==> src/rtl/riscv_pkg.sv <==
// riscv_pkg: fetch constants, the queued instruction-pair record and
// a PC word-alignment helper shared by the fetch unit and its queue.
package riscv_pkg;

    localparam logic [31:0] RESET_PC_DEFAULT  = 32'h0000_0000;
    localparam int          FETCH_QUEUE_DEPTH = 2;

    typedef struct packed {
        logic [31:0] pc;
        logic [31:0] instr_a;
        logic [31:0] instr_b;
    } fetch_pair_t;

    function automatic logic [31:0] word_align(input logic [31:0] addr);
        return {addr[31:2], 2'b00};
    endfunction

endpackage

==> src/rtl/fetch_queue.sv <==
// fetch_queue: small FIFO of fetched instruction pairs; flush wins over
// push/pop and the head reads as zero while the queue is empty.
module fetch_queue
    import riscv_pkg::*;
(
    input  logic        clk,
    input  logic        rst_n,
    input  logic        push_i,
    input  logic        pop_i,
    input  logic        flush_i,
    input  fetch_pair_t push_data_i,
    output fetch_pair_t head_o,
    output logic [1:0]  count_o
);

    localparam int PW = $clog2(FETCH_QUEUE_DEPTH);

    fetch_pair_t     mem_q [FETCH_QUEUE_DEPTH];
    logic [PW-1:0]   rd_ptr_q, rd_ptr_d;
    logic [PW-1:0]   wr_ptr_q, wr_ptr_d;
    logic [1:0]      count_q, count_d;

    always_comb begin
        rd_ptr_d = flush_i ? '0 : rd_ptr_q + PW'(pop_i);
        wr_ptr_d = flush_i ? '0 : wr_ptr_q + PW'(push_i);
        count_d  = flush_i ? '0 : count_q + 2'(push_i) - 2'(pop_i);
    end

    always_ff @(posedge clk or negedge rst_n) begin
        if (!rst_n) begin
            rd_ptr_q <= '0;
            wr_ptr_q <= '0;
            count_q  <= '0;
        end else begin
            rd_ptr_q <= rd_ptr_d;
            wr_ptr_q <= wr_ptr_d;
            count_q  <= count_d;
        end
    end

    always_ff @(posedge clk) begin
        if (push_i && !flush_i)
            mem_q[wr_ptr_q] <= push_data_i;
    end

    assign head_o  = (count_q != 2'd0) ? mem_q[rd_ptr_q] : '0;
    assign count_o = count_q;

endmodule

==> src/rtl/dual_fetch_unit.sv <==
// dual_fetch_unit: two-wide instruction fetch over a 1-cycle sync memory.
// Define FETCH_PERF_EN to build the pair/stall performance counters.
module dual_fetch_unit
    import riscv_pkg::*;
#(
    parameter logic [31:0] RESET_PC = RESET_PC_DEFAULT
) (
    input  logic        clk,
    input  logic        rst_n,
    output logic [31:0] imem_addr_a,
    output logic [31:0] imem_addr_b,
    input  logic [31:0] imem_data_a,
    input  logic [31:0] imem_data_b,
    input  logic        redirect_valid,
    input  logic [31:0] redirect_pc,
    output logic        out_valid,
    input  logic        out_ready,
    output logic [31:0] out_pc,
    output logic [31:0] out_instr_a,
    output logic [31:0] out_instr_b,
    output logic [31:0] perf_pairs,
    output logic [31:0] perf_stalls
);

    logic [31:0] pc_q, pc_d;
    logic [31:0] req_pc_q, req_pc_d;
    logic        inflight_q, inflight_d;
    logic [1:0]  count;
    logic [2:0]  occupancy;
    logic        pop, push, issue;
    fetch_pair_t head, push_pair;

    assign imem_addr_a = redirect_valid ? word_align(redirect_pc) : pc_q;
    assign imem_addr_b = imem_addr_a + 32'd4;

    assign out_valid = count != 2'd0;
    assign pop       = out_valid & out_ready & ~redirect_valid;
    // A redirect kills whatever response lands this cycle.
    assign push      = inflight_q & ~redirect_valid;

    // Queued plus in-flight pairs after this cycle's pop; issuing only below
    // the queue depth is what keeps the FIFO from ever overflowing.
    assign occupancy = {1'b0, count} + {2'b00, inflight_q} - {2'b00, pop};
    assign issue     = redirect_valid | (occupancy < 3'(FETCH_QUEUE_DEPTH));

    always_comb begin
        pc_d       = issue ? imem_addr_a + 32'd8 : pc_q;
        req_pc_d   = issue ? imem_addr_a : req_pc_q;
        inflight_d = issue;
    end

    always_ff @(posedge clk or negedge rst_n) begin
        if (!rst_n) begin
            pc_q       <= RESET_PC;
            req_pc_q   <= '0;
            inflight_q <= 1'b0;
        end else begin
            pc_q       <= pc_d;
            req_pc_q   <= req_pc_d;
            inflight_q <= inflight_d;
        end
    end

    assign push_pair.pc      = req_pc_q;
    assign push_pair.instr_a = imem_data_a;
    assign push_pair.instr_b = imem_data_b;

    fetch_queue u_fetch_queue (
        .clk         (clk),
        .rst_n       (rst_n),
        .push_i      (push),
        .pop_i       (pop),
        .flush_i     (redirect_valid),
        .push_data_i (push_pair),
        .head_o      (head),
        .count_o     (count)
    );

    assign out_pc      = head.pc;
    assign out_instr_a = head.instr_a;
    assign out_instr_b = head.instr_b;

`ifdef FETCH_PERF_EN
    logic [31:0] perf_pairs_q, perf_stalls_q;

    always_ff @(posedge clk or negedge rst_n) begin
        if (!rst_n) begin
            perf_pairs_q  <= '0;
            perf_stalls_q <= '0;
        end else begin
            perf_pairs_q  <= perf_pairs_q + 32'(pop);
            perf_stalls_q <= perf_stalls_q + 32'(out_valid & ~out_ready);
        end
    end

    assign perf_pairs  = perf_pairs_q;
    assign perf_stalls = perf_stalls_q;
`else
    assign perf_pairs  = '0;
    assign perf_stalls = '0;
`endif

endmodule
==> config.mk <==
export PLATFORM = sky130hd
export DESIGN_NAME = dual_fetch_unit
export DESIGN_NICKNAME = d
export VERILOG_FILES = /design/src/rtl/riscv_pkg.sv /design/src/rtl/fetch_queue.sv /design/src/rtl/dual_fetch_unit.sv
export SDC_FILE = /design/constraint.sdc
export NUM_CORES = 1
export LEC_CHECK = 0
export CORE_MARGIN = 4
export CORE_UTILIZATION = 25
export DETAILED_ROUTE_END_ITERATION = 6
export HOLD_SLACK_MARGIN = 0.02
export PLACE_DENSITY_LB_ADDON = 0.15
export SKIP_CTS_REPAIR_TIMING = 1
export SLEW_MARGIN = 0
export SYNTH_ARGS = -nofsm -noshare
export SYNTH_HDL_FRONTEND = slang
export SYNTH_SLANG_ARGS = --single-unit
==> constraint.sdc <==
create_clock -name clk -period 7.45 [get_ports clk]
set_clock_uncertainty 0.05 [all_clocks]
set_input_delay 1.49 -clock clk [delete_from_list [all_inputs] [get_ports clk]]
set_output_delay 1.49 -clock clk [all_outputs]
set_load 0.05 [all_outputs]
==> summary.txt <==
Placed design
  • GPL Wtd Cong: about 0.8
  • Placement Cell Area: 0.0150 sq mm
  • DP HPWL: between 20 and 25 mm
  • Cells after DPL: roughly 1.8k
  • Port bufs: about 260

Power and ir drop
  • Comb pwr share: between 50 and 60%
  • Clock power frac: about a fifth
  • Leakage: roughly 5.7 nW
  • Peak supply drop: 188 uV
  • Sequential cell fraction of total power: between 30% and 40%
  • Psw: ~3.5 mW
  • Power density cells: 475 mW/mm^2
  • Sw Share: between 40% and 50%
  • Int Power: slightly above 4 mW

Drt
  • DR WL/cell: approximately 19 um
  • Initial DRC Count: roughly 400
  • Routed vias/inst: 4.28
  • DR DRC count: 0
  • Post-DRT Antenna Nets: 0
  • DRT Pass-1 Iters: 4
  • Final wirelength: 34.6 mm
  • Routed vias: around 7.9k

Synth
  • Cells after Synth: around 950
  • Ys Warns: 0
  • Synth Area per Inst: ~13 sq um
  • Synth async-reset ratio: ~26%
  • Synthesized cell area: about 0.012 sq mm
  • Fraction of the mapped netlist area in adder cells: less than 1%
  • Main synth FF type: edfxtp_1
  • Count of flip-flops with a built-in enable after synthesis: between 150 and 200
  • Simple-gate portion of the synthesized area: between 10% and 20%
  • Largest family of logic cells by synthesized area: simple AND/OR/NAND/NOR gates
  • Post-synthesis mux area share: 10.7%
  • Xor and xnor area share after synthesis: between 3 and 4%
  • Post-synth cell types: 52
  • Synth Area in Compound Gates: ~4.4%
  • FF+latch count, synth: roughly 260
  • Sequential element share of the synthesized area: between 60% and 70%

Floorplanning
  • Core area: roughly 0.047 sq mm
  • IO Pins: around 330
  • Horiz. Die Dim: between 200 and 250 um
  • Full die area: ~0.051 sq mm
  • Die Span Y: around 230 um
  • Placement Rows: 79
  • Starting density of the core: about a quarter

Timing
  • Part of the cycle the worst path needs: between 80% and 90%
  • Setup TNS: 0 ns
  • Final setup fails: 0
  • Final hold violations: 0
  • Max Slew Vio Count: 0
  • Worst-Margin Slew: 1.01 ns
  • RSZ-0062 raised after global routing: no
  • Rel. slew slack: roughly a third
  • Min Tclk post-route: roughly 6.3 ns
  • Fmax: between 150 and 200 MHz

Worst hold path
  • Worst hold path type: reg -> reg

Run
  • Max-cap violations: 0

Global routing
  • Number of global-route vias before repair: 8,056
  • First-pass GRT wire length: 50.4 mm
  • Largest net degree at the start of global routing: slightly above 70
  • GRT Overall Usage: between 10% and 20%
  • Global route overflow: 0
  • Antenna violations before repair: 0

Setup path
  • Reg2reg start: u_fetch_queue.count_o[1]
  • WP buf/inv: 3
  • Crit path launch type: input port
  • Crit-path cells: clkdlybuf4s50_1 > mux2_2 > ha_1 > nand4b_1 > a22oi_2 > buf_4 > nand2_1 > nor4_1 > xnor2_1 > clkdlybuf4s50_1
  • Critical Path Sink: imem_addr_b[29]
  • Critical Path Fanout Max: 11
  • Critical Path Stages: 10
  • R2r endpoint: pc_q[26]
  • Worst path slowest cell: clkdlybuf4s50_1
  • Req. time, crit path: 5.91 ns
  • Kind of critical path: in -> out
  • Crit path from: redirect_pc[3]
  • Crit path max-delay family: buffers and inverters
  • CP endpoint kind: output port
  • Crit path largest cell delay: around 0.85 ns
  • R2R cell count: 14
  • R2R setup slack: roughly 3.4 ns
  • Crit path top cell by count: clkdlybuf4s50_1
  • Crit path DAT: approximately 4.8 ns

Clock tree
  • Clock slew at reported path FFs: about 0.060 ns
  • Clk root buf: clkbuf_16
  • Clock buffer depth: 3
  • Num Clock Sinks: 258
  • CTS H-tree depth: 1
  • Skew-Pair Late Insertion Delay: between 0.5 and 0.6 ns
  • CTS tree: done
  • Total CTS buffers: 31

Final layout
  • Post-layout instance area: about 0.016 sq mm
  • Area of the multi-input gates: between 0.003 and 0.004 sq mm
  • Layout filler cell count: 4,687
  • Ant. Diodes: 0
  • Reg area: around 0.0074 sq mm
  • Layout Cells excl Fill: 1,847
  • Layout cells sized above 1: between 7 and 8%
  • Layout Nets: approximately 1.3k
  • Layout area overhead: 33.3%

Outcome
  • Status: finished clean
[registers in the layout (all words and copies together) (netlist names)]
name	flops
u_fetch_queue.rd_ptr_q	1
inflight_q	1
u_fetch_queue.mem_q	192
u_fetch_queue.count_o	2
req_pc_q	29
pc_q	32
u_fetch_queue.wr_ptr_q	1
[cell usage after synthesis (2+ instances only)]
master	number	area, sq um
a21oi_1	39	195
a222oi_1	2	20.0
a22oi_1	7	52.6
and2_1	2	12.5
buf_1	13	48.8
buf_12	3	60.1
buf_2	3	15.0
buf_4	67	503
buf_6	3	33.8
clkbuf_1	18	67.6
dfrtp_1	66	1650
edfxtp_1	192	5770
ha_1	5	62.6
inv_1	35	131
mux2_2	4	45.0
mux2i_1	124	1240
nand2_1	38	143
nand3_1	22	110
nand3_2	2	20.0
nand3b_1	15	113
nand4_1	15	93.8
nand4_2	2	25.0
nand4b_1	2	17.5
nor2_1	152	571
nor2b_1	10	62.6
nor3_1	11	55.1
nor3b_1	3	22.5
nor4_1	6	37.5
o21a_1	7	52.6
o221a_2	4	45.0
o31a_1	4	35.0
o31ai_1	5	37.5
or4_1	4	30.0
xnor2_1	44	385
xor2_1	3	26.3
[worst min path at each step]
stage	from	slack (ns)	cells after the start	end
after floorplan	pc_q[2]	0.39	0	u_fetch_queue.mem_q[0][66]
after global placement	req_pc_q[6]	0.40	0	u_fetch_queue.mem_q[0][70]
after detailed placement	req_pc_q[6]	0.41	0	u_fetch_queue.mem_q[1][70]
after CTS	req_pc_q[8]	0.42	0	u_fetch_queue.mem_q[0][72]
after global routing	req_pc_q[8]	0.43	0	u_fetch_queue.mem_q[0][72]
final	req_pc_q[3]	0.42	0	u_fetch_queue.mem_q[1][67]
[power groups by stage]
| stage | clock [mW] | sequential (mW) | combinational, mW |
|---|---|---|---|
| 2_1_floorplan | 0 | 2.23 | 2.69 |
| 3_3_place_gp | 0 | 2.31 | 3.94 |
| 3_5_place_dp | 0 | 2.32 | 3.94 |
| 4_1_cts | 1.50 | 2.29 | 3.95 |
| 5_1_grt | 1.56 | 2.33 | 4.13 |
| 6_report | 1.43 | 2.29 | 3.87 |
[cells by family (layout without fill, tap and decap cells)]
kind of cell	count (synthesis)	in the layout
adder cells (fa/ha/maj)	6	6
buffers and inverters	143	371
XOR/XNOR	47	47
flip-flops	258	258
multiplexers	128	128
other	1	64
AO/OA/AOI/OAI	77	77
AND/OR/NAND/NOR	289	289
[metrics by stage]
stage / total power [mW] / hold slack [ns] / util, % / setup WS [ns]
finish: 7.59 / 0.420 / 34.0 / 1.15
global route: 8.02 / 0.435 / 34.0 / 0.998
CTS: 7.74 / 0.422 / 34.0 / 1.12
detailed placement: 6.26 / 0.407 / 31.9 / 1.15
global placement: 6.25 / 0.400 / 31.9 / 1.13
floorplan: 4.92 / 0.391 / - / 0.216
[routing by layer]
metal | global-route usage (%) | vias to the layer above | part of all wire, %
met5 | 0 | - | 0
met4 | 3.04 | 0 | 1.8
met3 | 2.73 | 51 | 5.7
met2 | 20.0 | 214 | 45
met1 | 18.1 | 3849 | 47
li1 | - | 3788 | -
[layout by cell type (no fill, tap or decap), drive strengths merged, types with 2 or more instances in the layout]
master and instances:
inv 39, nand3b 15, conb 64, nor4 6, nand4 17, or4 4, edfxtp 192, and2 2
clkdlybuf4s50 256, o21a 7, mux2 4, bufinv 2, ha 5, clkinv 17, a222oi 2, xnor2 44
o31ai 5, o31a 4, nand3 24, nor2b 10, nor3b 3, xor2 3, buf 21, dfrtp 66
a22oi 9, clkbuf 36, a21oi 40, o221a 4, nand4b 4, nor2 152, nand2 38, nor3 11
mux2i 124
[cell type report]
type | instances | area share, %
clock inverters | 22 | 1.07
multi-input cells | 611 | 24.7
inverters | 36 | 0.847
well taps | 607 | 4.76
clock buffers | 36 | 4.98
flip-flops and latches | 258 | 46.5
repair buffers | 277 | 17.1
Note: power is estimated with default switching activity, not from simulation.
